**config.mk**
```make
export PLATFORM = sky130hd
export DESIGN_NAME = mips_cpu_fetch
export DESIGN_NICKNAME = d
export VERILOG_FILES = /design/src/rtl/mips_cpu_pkg.sv /design/src/rtl/mips_cpu_pc_next.sv /design/src/rtl/mips_cpu_fetch.sv
export SDC_FILE = /design/constraint.sdc
export NUM_CORES = 1
export LEC_CHECK = 0
export BUFFER_PORTS_ARGS = -buffer_cell sky130_fd_sc_hd__buf_2
export CORE_ASPECT_RATIO = 1.25
export CORE_MARGIN = 3
export CORE_UTILIZATION = 58
export DETAILED_ROUTE_END_ITERATION = 12
export PLACE_DENSITY = 0.87
export SETUP_SLACK_MARGIN = 0.02
export SLEW_MARGIN = 0
export SYNTH_ARGS = -nofsm -noshare
export SYNTH_HDL_FRONTEND = slang
export SYNTH_HIERARCHICAL = 1
export SYNTH_SLANG_ARGS = --single-unit
```
**constraint.sdc**
```tcl
create_clock -name clk -period 10 [get_ports clk]
set_clock_uncertainty 0.15 [all_clocks]
set_input_delay 2 -clock clk [delete_from_list [all_inputs] [get_ports clk]]
set_output_delay 2 -clock clk [all_outputs]
set_load 0.05 [all_outputs]
```
**src/rtl/mips_cpu_pkg.sv**
```systemverilog
// Shared types for the MIPS fetch stage and control decoder.
// PC-select encoding, fetch FSM states and default vectors.
package mips_cpu_pkg;

  localparam logic [31:0] RESET_VECTOR_DEF = 32'hBFC00000;
  localparam logic [31:0] HALT_ADDR_DEF    = 32'h00000000;

  typedef enum logic [1:0] {
    PC_INC    = 2'd0,
    PC_BRANCH = 2'd1,
    PC_JUMP   = 2'd2,
    PC_JREG   = 2'd3
  } ctrl_pc_t;

  typedef enum logic [1:0] {
    S_FETCH     = 2'd0,
    S_WAIT_DATA = 2'd1,
    S_EXEC      = 2'd2,
    S_HALTED    = 2'd3
  } fetch_state_t;

endpackage

```
**src/rtl/mips_cpu_pc_next.sv**
```systemverilog
// Branch/jump target computation for the fetch stage.
// Purely combinational: pc, instr fields, rs -> target.
module mips_cpu_pc_next
  import mips_cpu_pkg::*;
(
  input  logic [31:0] pc_i,
  input  logic [25:0] instr_i,
  input  logic [31:0] rs_data_i,
  input  ctrl_pc_t    ctrl_pc_i,
  output logic [31:0] pc_plus4_o,
  output logic [31:0] target_o
);

  logic [31:0] br_off;

  assign pc_plus4_o = pc_i + 32'd4;
  assign br_off = {{14{instr_i[15]}}, instr_i[15:0], 2'b00};

  // Select the control-transfer target for the current instruction
  always_comb begin
    target_o = pc_plus4_o;
    unique case (ctrl_pc_i)
      PC_INC:    target_o = pc_plus4_o;
      PC_BRANCH: target_o = pc_plus4_o + br_off;
      PC_JUMP:   target_o = {pc_plus4_o[31:28], instr_i, 2'b00};
      PC_JREG:   target_o = rs_data_i;
      default:   target_o = pc_plus4_o;
    endcase
  end

endmodule

```
**src/rtl/mips_cpu_fetch.sv**
```systemverilog
// MIPS instruction fetch stage with branch delay slot.
// Fetches over an Avalon-style bus and halts on HALT_ADDR.
module mips_cpu_fetch
  import mips_cpu_pkg::*;
#(
  parameter logic [31:0] RESET_VECTOR = RESET_VECTOR_DEF,
  parameter logic [31:0] HALT_ADDR    = HALT_ADDR_DEF
) (
  input  logic        clk,
  input  logic        reset,
  output logic [31:0] mem_address,
  output logic        mem_read,
  output logic [3:0]  mem_byteenable,
  input  logic        mem_waitrequest,
  input  logic [31:0] mem_readdata,
  output logic [31:0] instr,
  output logic        instr_valid,
  output logic [31:0] pc,
  output logic [31:0] pc_plus8,
  input  logic [1:0]  ctrl_pc,
  input  logic [31:0] rs_data,
  input  logic        exec_done,
  output logic        active
);

  fetch_state_t state_q, state_d;
  logic [31:0]  pc_q, pc_d;
  logic [31:0]  instr_q, instr_d;
  logic         dly_pend_q, dly_pend_d;
  logic [31:0]  dly_tgt_q, dly_tgt_d;
  logic [31:0]  next_pc;
  logic [31:0]  pc_plus4;
  logic [31:0]  target;
  ctrl_pc_t     sel;

  assign sel = ctrl_pc_t'(ctrl_pc);

  mips_cpu_pc_next u_pc_next (
    .pc_i       (pc_q),
    .instr_i    (instr_q[25:0]),
    .rs_data_i  (rs_data),
    .ctrl_pc_i  (sel),
    .pc_plus4_o (pc_plus4),
    .target_o   (target)
  );

  assign mem_address    = {pc_q[31:2], 2'b00};
  assign mem_byteenable = 4'b1111;
  assign instr          = instr_q;
  assign pc             = pc_q;
  assign pc_plus8       = pc_q + 32'd8;

  // State and datapath registers
  always_ff @(posedge clk) begin
    if (reset) begin
      state_q    <= S_FETCH;
      pc_q       <= RESET_VECTOR;
      instr_q    <= '0;
      dly_pend_q <= 1'b0;
      dly_tgt_q  <= '0;
    end else begin
      state_q    <= state_d;
      pc_q       <= pc_d;
      instr_q    <= instr_d;
      dly_pend_q <= dly_pend_d;
      dly_tgt_q  <= dly_tgt_d;
    end
  end

  // Next-state, next-PC and bus/handshake outputs
  always_comb begin
    state_d     = state_q;
    pc_d        = pc_q;
    instr_d     = instr_q;
    dly_pend_d  = dly_pend_q;
    dly_tgt_d   = dly_tgt_q;
    next_pc     = pc_plus4;
    mem_read    = 1'b0;
    instr_valid = 1'b0;
    active      = 1'b0;
    unique case (state_q)
      S_FETCH: begin
        active   = 1'b1;
        mem_read = 1'b1;
        if (!mem_waitrequest) state_d = S_WAIT_DATA;
      end
      S_WAIT_DATA: begin
        active  = 1'b1;
        instr_d = mem_readdata;
        state_d = S_EXEC;
      end
      S_EXEC: begin
        active      = 1'b1;
        instr_valid = 1'b1;
        if (exec_done) begin
          if (dly_pend_q) begin
            next_pc    = dly_tgt_q;
            dly_pend_d = 1'b0;
          end else if (sel != PC_INC) begin
            next_pc    = pc_plus4;
            dly_tgt_d  = target;
            dly_pend_d = 1'b1;
          end else begin
            next_pc = pc_plus4;
          end
          pc_d = next_pc;
          if (next_pc == HALT_ADDR || next_pc[1:0] != 2'b00)
            state_d = S_HALTED;
          else
            state_d = S_FETCH;
        end
      end
      S_HALTED: begin
        state_d = S_HALTED;
      end
      default: state_d = S_HALTED;
    endcase
    if (reset) begin
      mem_read    = 1'b0;
      instr_valid = 1'b0;
      active      = 1'b0;
    end
  end

endmodule
```
; Word-level counts from Yosys, hierarchy flattened
; Cells that the tools add are included.
[op_classes]
addsub = 3
n_eq_ne = 8
n_mux = 16
n_bitwise = 1
reduce_logical = 10
[op_table]
columns = op, count
row1 = 32-bit one-hot mux with 4 select lines, 1
row2 = 32-bit two-way mux, 3
row3 = 32-bit by 3-bit adder with 32-bit output (second input constant), 1
row4 = 32-bit adder, 1
row5 = 32-bit by 4-bit adder with 32-bit output (second input constant), 1
row6 = 32-bit logical NOT, 1
row7 = 2-bit equality test (second input constant), 4
row8 = 1-bit two-way mux, 8
row9 = 2-bit one-hot mux with 4 select lines, 1
row10 = 2-bit two-way mux, 3
row11 = 2-bit by 1-bit equality test with 1-bit output (second input constant), 2
row12 = 2-bit logical NOT, 2
row13 = 2-bit != test (second input constant), 2
row14 = 2-bit AND reduction, 2
row15 = 4-bit AND reduction, 1
row16 = 2-bit nonzero test, 2
row17 = 3-bit OR reduction, 1
row18 = 1-bit logical OR, 1
row19 = 1-bit NOT, 1
[totals]
reg_bits = 99
output_inout_bits = 135
elab_cells = 43

; Depth between registers and ports, before layout
[logic_depth]
ltp_word = 9
mapped_depth = 18
mapped_depth_nobuf = 17

; Cells and area by module
; Netlist, hierarchy kept.
[modules_own_cells]
columns = module, instances, cells_per_inst, area_per_inst_um2
row1 = mips_cpu_fetch, 1, 593, 4762.1
row2 = mips_cpu_pc_next, 1, 358, 2788.9

; Least setup slack after synthesis
; Ideal clock, no wire load.
[synth_path]
path_kind = input to output
start = input reset
end = output mem_read
arrival_ps = 3435
required_ps = 7850
path_slack_ps = 4415
path_stages = 3
path_cell_list = clkbuf_1 > clkbuf_1 > nor3_1
[synth_via]
elab_chain_cells = 1
[synth_lines]
columns = item, line_no
row1 = from (decl), mips_cpu_fetch.sv:10  ; input logic reset,
row2 = 1-bit two-way mux, mips_cpu_fetch.sv:118  ; if (reset) begin
row3 = to (decl), mips_cpu_fetch.sv:12  ; output logic mem_read,
; No other way between the ends.

; Worst setup path after layout
[layout_path]
start = input reset
end = output active
[layout_via]
elab_chain_cells = 1
[layout_lines]
columns = item, line_no
row1 = 1-bit two-way mux, mips_cpu_fetch.sv:118
row2 = to (decl), mips_cpu_fetch.sv:23  ; output logic active
; No other way between the ends.

==> metrics.txt <==
Worst-Margin Slew 1.23 ns; maximum clock insertion buffer count 2; Tot GR Track Use 28.7%; DRT antenna net count 0; hold_buf cts 0; YS warnings 6; placement row count 46; wire per inst ~17 µm; VDD IR max slightly above 0.1 mV; die width between 100 and 150 µm; Yosys reg bits 99; synthesized area around 7600 µm²; CTS buffer count 9; dominant synthesized flop cell dfxtp_1; max_cap viols 0; DP HPWL 15600 µm; first-pass GRT wire length 33500 µm; CTS tree yes; Critical Path AT approximately 2.8 ns; Rel. slew slack between 15 and 20%; clock root cell clkbuf_16; number of global-route vias before repair a little under 7000; Unique masters post-synth 60; pin count of the biggest net entering global routing 71; Slew Limit Fails 0; Ant. Diodes 0; H-tree Lvls 3; crit end category primary output; Tmin final 4.93 ns; Initial DRC Count 599; Worst Path Class, Setup in -> out; clock-pin transition on the worst setup and hold timing paths around 0.070 ns; Setup Buffers After CTS 0; vias per cell a little under 6; die area around 14000 µm²; CTS sink count between 90 and 100; status finished, final reports clean; CP startpoint kind input port; initial antenna violation count 0; Setup TNS 0 ns; fin worst setup slack around 5.1 ns; insertion delay to the later sink of the worst-skew pair 0.35 ns; EDFF count, synth 0; PostCTS Resize Cnt 0; layout cells sized above 1 between 20% and 30%; CP Max Fanout 34; Pwr Density ~120 nW/µm²; io pins ~210; final-stage net count roughly 1200; worst path required time between 7 and 8 ns; drt first pass iters 5; GRT overflow 0; setup violators final 0; Vias about 7400; Final period util 49.3%; async set-reset flop share out of synthesis 0%; Die H between 100 and 150 µm; P&R area growth vs syn 13.1%; Hold/Removal Path Class reg -> reg; mean area per synthesized cell 7.94 µm²; Core ar. roughly 13000 µm²; Max Freq between 0.2 and 0.25 GHz; Mapped Cells about 950; leakage power 0.00365 µW; DRT Wirelength ~21000 µm; gp weighted congestion around 0.93; sequential area share after synthesis a little over a quarter; Remaining DRCs 0; pre-CTS setup slack about 5 ns; Hold Violations, Final 0; RSZ-0062 raised after global routing false; Initial Util between 50 and 60%; Port-buffer cells 198; Filler Cell Count 1095
==> flip-flops by register name (all words and copies together), names as in the netlist <==
name and flops:
dly_pend_q 1, dly_tgt_q 32, instr 32, pc 32
state_q 2
==> where the power goes <==
| group | leakage (µW) | internal, µW | total, µW | switching, µW |
|---|---|---|---|---|
| Clock | 0.000126 | 173 | 327 | 155 |
| Combinational | 0.00273 | 92.4 | 276 | 183 |
| Sequential | 0.000803 | 408 | 432 | 23.7 |
| Total | 0.00365 | 673 | 1030 | 362 |
==> path summary, 6_finish.rpt <==
path,slack (ns),startpoint,cells after the start,endpoint
worst max-delay path,5.07,reset,3,active
worst min register to register,0.31,instr[27],2,instr[27]
worst min-delay path,0.31,instr[27],2,instr[27]
worst max register to register,5.13,pc[3],16,dly_tgt_q[31]
==> cell usage in the layout (no fill, tap or decap), types with 2 or more instances in the layout <==
cell / count
ha_1: 35
nand3_1: 28
o21bai_1: 4
nor4_1: 17
nor3b_1: 3
a211oi_1: 24
nor2b_1: 4
mux4_2: 22
mux2_2: 2
nand4_1: 16
nor3_1: 12
a221o_1: 4
nor2_1: 66
mux2i_1: 35
nand2b_1: 2
buf_4: 5
clkbuf_16: 9
o21a_1: 4
or3_1: 4
o22ai_1: 4
nand4_2: 2
clkinvlp_4: 2
buf_2: 197
a21o_1: 8
xnor2_1: 47
inv_1: 18
dfxtp_1: 98
xor2_1: 34
conb_1: 6
and3_1: 13
a31oi_1: 3
and4_1: 6
o211ai_1: 5
o21ai_0: 14
nand2_1: 181
a211o_1: 9
and2_1: 3
a21oi_1: 103
==> cell usage after synthesis (5+ instances only) <==
library cell	instances	area share, %
a21oi_1	103	6.8
xnor2_1	47	5.5
nand3_1	28	1.9
mux2i_1	35	4.6
o211ai_1	5	0.50
and3_1	13	1.1
mux4_2	22	6.6
xor2_1	34	3.9
nor2_1	66	3.3
buf_4	41	4.1
buf_1	7	0.35
nor2b_1	5	0.41
nand2_1	181	9.0
nor4_1	17	1.4
inv_1	18	0.89
ha_1	35	5.8
a211oi_1	24	2.4
buf_2	8	0.53
nor3_1	13	0.86
a21o_1	8	0.80
o21ai_0	14	0.93
a211o_1	9	1.0
nand4_1	16	1.3
clkbuf_1	37	1.8
and4_1	6	0.70
dfxtp_1	99	26
==> kinds of logic after synthesis <==
logic type / share of synthesized area, %
adders and majority gates: 6.06
other: 0.0995
muxes: 11.5
buffers and inverters: 7.99
and+or+nand+nor: 22.7
xor gates and xnor gates: 9.76
AOI/OAI and AO/OA: 15.7
DFF: 26.2
==> worst max-delay path, cell delays in order <==
cell	delay (ns)
buf_4	0.22
a21oi_1	0.24
buf_2	0.31
==> per-layer routing <==
metal / track usage (%) / wire length, µm
met5: 0 / 0
met4: 8.56 / 449
met3: 5.24 / 1910
met2: 48.1 / 9980
met1: 37.5 / 8520
==> per-stage QoR <==
step | total power [µW] | instances | utilization (%) | hold slack (ns) | cell area, µm²
floorplan | 655 | 955 | - | 0.299 | 7570
global placement | 708 | 1230 | 65.0 | 0.288 | 8270
detailed placement | 713 | 1230 | 65.0 | 0.297 | 8270
CTS | 1040 | 1244 | 67.1 | 0.308 | 8540
global route | 1080 | 1244 | 67.1 | 0.337 | 8540
finish | 1030 | 1244 | 67.1 | 0.307 | 8540
==> cell type report <==
class / count / area (µm²) / area share (%)
multi-input cells: 743 / 4990 / 58.4
flip-flops and latches: 99 / 1980 / 23.2
repair buffers: 202 / 1020 / 12.0
clock buffers: 10 / 239 / 2.80
well taps: 168 / 210 / 2.46
inverters: 18 / 67.6 / 0.791
clock inverters: 4 / 28.8 / 0.337
Note: power is estimated with default switching activity, not from simulation.
